File: src/rtl/reg_bank_pkg.sv
// reg_bank_pkg: shared sizing constants and word type for the register bank.
//   DATA_W   - word width in bits
//   ADDR_W   - register address width
//   NUM_REGS - number of registers (2**ADDR_W)
package reg_bank_pkg;

   localparam int unsigned DATA_W   = 32;
   localparam int unsigned ADDR_W   = 5;
   localparam int unsigned NUM_REGS = 2 ** ADDR_W;

   typedef logic [DATA_W-1:0] word_t;

endpackage : reg_bank_pkg

File: src/rtl/reg_bank_word.sv
// reg_bank_word: one storage word of the register bank.
//   clk   - write clock (rising edge)
//   reset - asynchronous active-low clear
//   load  - load enable; captures d on the rising edge when high
//   d     - data to load
//   q     - stored word
module reg_bank_word
   import reg_bank_pkg::*;
#(
   parameter int unsigned WIDTH = DATA_W
) (
   input  logic             clk,
   input  logic             reset,
   input  logic             load,
   input  logic [WIDTH-1:0] d,
   output logic [WIDTH-1:0] q
);

   logic [WIDTH-1:0] word_d;
   logic [WIDTH-1:0] word_q;

   always_comb begin
      word_d = word_q;
      if (load) begin
         word_d = d;
      end
   end

   always_ff @(posedge clk or negedge reset) begin
      if (!reset) begin
         word_q <= '0;
      end else begin
         word_q <= word_d;
      end
   end

   assign q = word_q;

endmodule : reg_bank_word

File: src/rtl/reg_bank.sv
// reg_bank: 2-read / 1-write register file, synchronous write, combinational read.
//   rdData1 - contents of register sr1
//   rdData2 - contents of register sr2
//   wrData  - data written to register dr
//   sr1/sr2 - read addresses
//   dr      - write address
//   write   - write enable (active high)
//   reset   - asynchronous active-low clear of every register
//   clk     - write clock (rising edge)
// Every register, including register 0, is writable; reads of dr return the
// old value until the write edge (no bypass).
module reg_bank #(
   parameter int unsigned DATA_W = reg_bank_pkg::DATA_W,
   parameter int unsigned ADDR_W = reg_bank_pkg::ADDR_W
) (
   output logic [DATA_W-1:0] rdData1,
   output logic [DATA_W-1:0] rdData2,
   input  logic [DATA_W-1:0] wrData,
   input  logic [ADDR_W-1:0] sr1,
   input  logic [ADDR_W-1:0] sr2,
   input  logic [ADDR_W-1:0] dr,
   input  logic              write,
   input  logic              reset,
   input  logic              clk
);

   localparam int unsigned DEPTH = 2 ** ADDR_W;

   logic [DEPTH-1:0]  load;
   logic [DATA_W-1:0] regs [DEPTH];

   // One-hot decode of the destination address, gated by the write enable.
   always_comb begin
      load = '0;
      if (write) begin
         load[dr] = 1'b1;
      end
   end

   for (genvar i = 0; i < DEPTH; i++) begin : g_word
      reg_bank_word #(
         .WIDTH (DATA_W)
      ) u_word (
         .clk   (clk),
         .reset (reset),
         .load  (load[i]),
         .d     (wrData),
         .q     (regs[i])
      );
   end

   always_comb begin
      rdData1 = regs[sr1];
      rdData2 = regs[sr2];
   end

endmodule : reg_bank

File: config.mk
export PLATFORM = sky130hd
export DESIGN_NAME = reg_bank
export DESIGN_NICKNAME = d
export VERILOG_FILES = /design/src/rtl/reg_bank_pkg.sv /design/src/rtl/reg_bank_word.sv /design/src/rtl/reg_bank.sv
export SDC_FILE = /design/constraint.sdc
export NUM_CORES = 2
export LEC_CHECK = 0
export ABC_CLOCK_PERIOD_IN_PS = 3950
export CAP_MARGIN = 5
export CORE_UTILIZATION = 55
export DETAILED_ROUTE_END_ITERATION = 10
export PLACE_DENSITY_LB_ADDON = 0.1
export REMOVE_ABC_BUFFERS = 1
export SLEW_MARGIN = 15
export SYNTH_ARGS = -nofsm -noshare
export SYNTH_HDL_FRONTEND = slang
export SYNTH_SLANG_ARGS = --single-unit
File: constraint.sdc
create_clock -name clk -period 3.95 [get_ports clk]
set_input_delay 0.9875 -clock clk [delete_from_list [all_inputs] [get_ports clk]]
set_output_delay 0.9875 -clock clk [all_outputs]
set_load 0.005 [all_outputs]
==> results.txt <==
# clock sinks = 1,024
final-report max-slew violation count = 0
P&R area growth vs syn = 18.92%
Crit Path Class = in2out
class of the worst hold path = in2async
Rel. slew slack = 0.1930
CP delay by family, top = buffers and inverters
mapped cell area = 56,260 sq um
yosys warns = 0
Critical Path RT = 2.96 ns
Final Cycle Share = 1.012
worst path bufs/invs = 7
dominant cells by area after synthesis = dfrtp_1, mux2_2, mux2i_1, a22oi_1, a22o_1
Worst-Skew Late Latency = 0.70 ns
layout cells sized above 1 = 0.3656
final worst-path setup slack = -0.04883 ns
slowest library cell on the worst path = clkdlybuf4s50_1
global-route wire length before repair = 265,800 um
Pwr Density = 475.4 nW/um^2
vias in the first global route = 40,780
Max Clk Rate = 0.2501 GHz
CP cell instances = buf_4 -> buf_4 -> nor2b_4 -> buf_12 -> buf_12 -> buf_6 -> a22o_1 -> nor3_2 -> a31oi_1 -> buf_4 -> nand3_1 -> clkdlybuf4s50_1
register area share after synthesis = 0.4555
GPL Wtd Cong = 0.8577
combinational power share = 0.210
Sw Share = 0.2837
Yosys top cell by area = dfrtp_1
sequential power share = 0.443
nets = 4,908
Mapped Cells = 4,605
Hold Fails Final Rpt = 0
synth unique cells = 28
top-area cell type share of the netlist area = 0.4555
setup TNS = -0.05736 ns
I/O pin total = 114
Clk pwr share = 0.347
initial antenna violation count = 6
Final ANT Viol Nets = 0
Initial DRT Pass Iterations = 6
Crit. End Element = output port
crit path launch type = input port
cts bufs inserted = 114
VDD IR-drop max = 411.5 uV
CTS tree = yes
Post-CTS Hold Buffers = 0
initial DRC count = 3,707
Post-Route Skew = 0 ns
crit-path most repeated cell = buf_4
clk buf depth = 3
Tmin final = 3.999 ns
CP max stage delay = 0.45 ns
Row Count = 116
Setup-failing EPs final = 2
H-Tree Depth = 3
mean post-synth cell area = 12.22 sq um
Internal = 0.02278 W
starting density of the core = 0.5586
Via Count = 40,690
Seq cells post-synth = 1,024
Fill cells = 7,643
Die Area = 103,600 sq um
Die H = 321.8 um
total routed wirelength = 178,200 um
core box area = 100,700 sq um
DRC = 0
status = complete, but fails checks
max reg flops = 1,024
Leak = 31.79 nW
largest net degree at the start of global routing = 106
register area = 25,620 sq um
Multi-input gate area = 29,060 sq um
total congestion overflow = 0
Util after Layout = 0.6642
final instance area = 66,910 sq um
crit path max fanout = 8
placed cell area = 61,170 sq um
Worst Tran Pin Value = 1.207 ns
clock root buffer = clkbuf_16
total track usage = 0.3415
Max-Cap Viols = 0
crit path DAT = 3.01 ns
Worst Setup Slack post-DPL = -0.6406 ns
PortBufs = 113
failing checks = negative setup slack
HPWL after DPL = 111,000 um
DR WL/cell = 28.22 um
Via density = 6.445
clock slew at reported path FFs = 0.06 ns
DIE WIDTH = 321.8 um
P_sw = 0.009024 W
RSZ-0062 raised after global routing = true
[through the flow]
stage / hold slack [ns] / power, W / std cells
3_5_place_dp: 0.4996 / 0.02057 / 6053
2_1_floorplan: 0.4793 / 0.01793 / 4161
5_1_grt: 0.2802 / 0.03312 / 6310
3_3_place_gp: 0.4901 / 0.02034 / 6053
6_report: 0.2505 / 0.03181 / 6313
4_1_cts: 0.2872 / 0.03178 / 6289
[power by group through the flow]
| stage | Clock, W | Combinational, W | Sequential [W] |
|---|---|---|---|
| floorplan | 0 | 0.00414 | 0.0138 |
| global placement | 0 | 0.00623 | 0.0141 |
| detailed placement | 0 | 0.00634 | 0.0142 |
| CTS | 0.0112 | 0.00657 | 0.0141 |
| global route | 0.0116 | 0.00718 | 0.0144 |
| finish | 0.0110 | 0.00668 | 0.0141 |
[metal layers]
metal  routed length, um  GRT usage
met1               77650     0.4790
met2               81390     0.5346
met3               12670    0.05879
met4                6420     0.1168
met5                  40          0
[synthesized netlist by cell type (all sizes together)]
master,number
dfrtp,1024
mux2,1024
mux2i,1024
buf,248
nand2,211
clkbuf,196
nand3,194
a21oi,192
a22oi,192
a22o,128
nor3,65
a31oi,64
nor2,19
nand2b,4
nand3b,4
nor2b,4
nor3b,4
or2,3
and2,2
and3,1
and3b,1
or3b,1
[cell usage in the layout (no fill, tap or decap), drive strengths merged]
master	netlist	routed
dfrtp	1024	1024
mux2i	1024	1024
mux2	1024	1024
buf	248	461
nand2	211	211
nand3	194	194
a21oi	192	192
a22oi	192	192
clkbuf	196	179
a22o	128	128
clkdlybuf4s50	0	65
nor3	65	65
a31oi	64	64
dlygate4sd2	0	26
clkinv	0	23
nor2	19	19
dlymetal6s2s	0	14
bufbuf	0	11
bufinv	0	8
nor2b	4	4
nand3b	4	4
clkinvlp	0	4
nor3b	4	4
nand2b	4	4
diode	0	3
or2	3	3
and2	2	2
and3b	1	1
and3	1	1
or3b	1	1
inv	0	1
[worst paths after layout]
check                                             start                      end  slack, ns  depth (start not counted)
worst min register to register  g_word[14].u_word.q[17]  g_word[14].u_word.q[17]       0.51                          1
worst min-delay path                              reset   g_word[29].u_word.q[3]       0.25                          1
worst max register to register   g_word[14].u_word.q[3]   g_word[14].u_word.q[3]       3.12                          1
min in group clk                g_word[14].u_word.q[17]  g_word[14].u_word.q[17]       0.51                          1
max in group asynchronous                         reset   g_word[6].u_word.q[27]       2.57                          2
worst max-delay path                             sr1[0]              rdData1[12]      -0.05                         12
[cells by family after synthesis]
family          Yosys count  share of synthesized area
compound gates          576                    0.06974
buf+inv                 444                    0.04390
flops                  1024                     0.4555
mux                    2048                     0.3871
simple gates            513                    0.04377
[layout make-up]
class	count	area share
sequential	1024	0.3830
tap	1357	0.02538
multi-input combinational	3137	0.4343
timing repair buffer	581	0.09885
antenna	3	0.0001122
clock inverter	36	0.005891
clock buffer	175	0.05244
[what timing repair did]
action,CTS,global route
pin swaps,25,17
setup buffers,13,17
gates resized for setup,180,73
setup endpoints to repair,64,34
cloned,12,4
No activity file was read; power rests on OpenSTA's default activity.
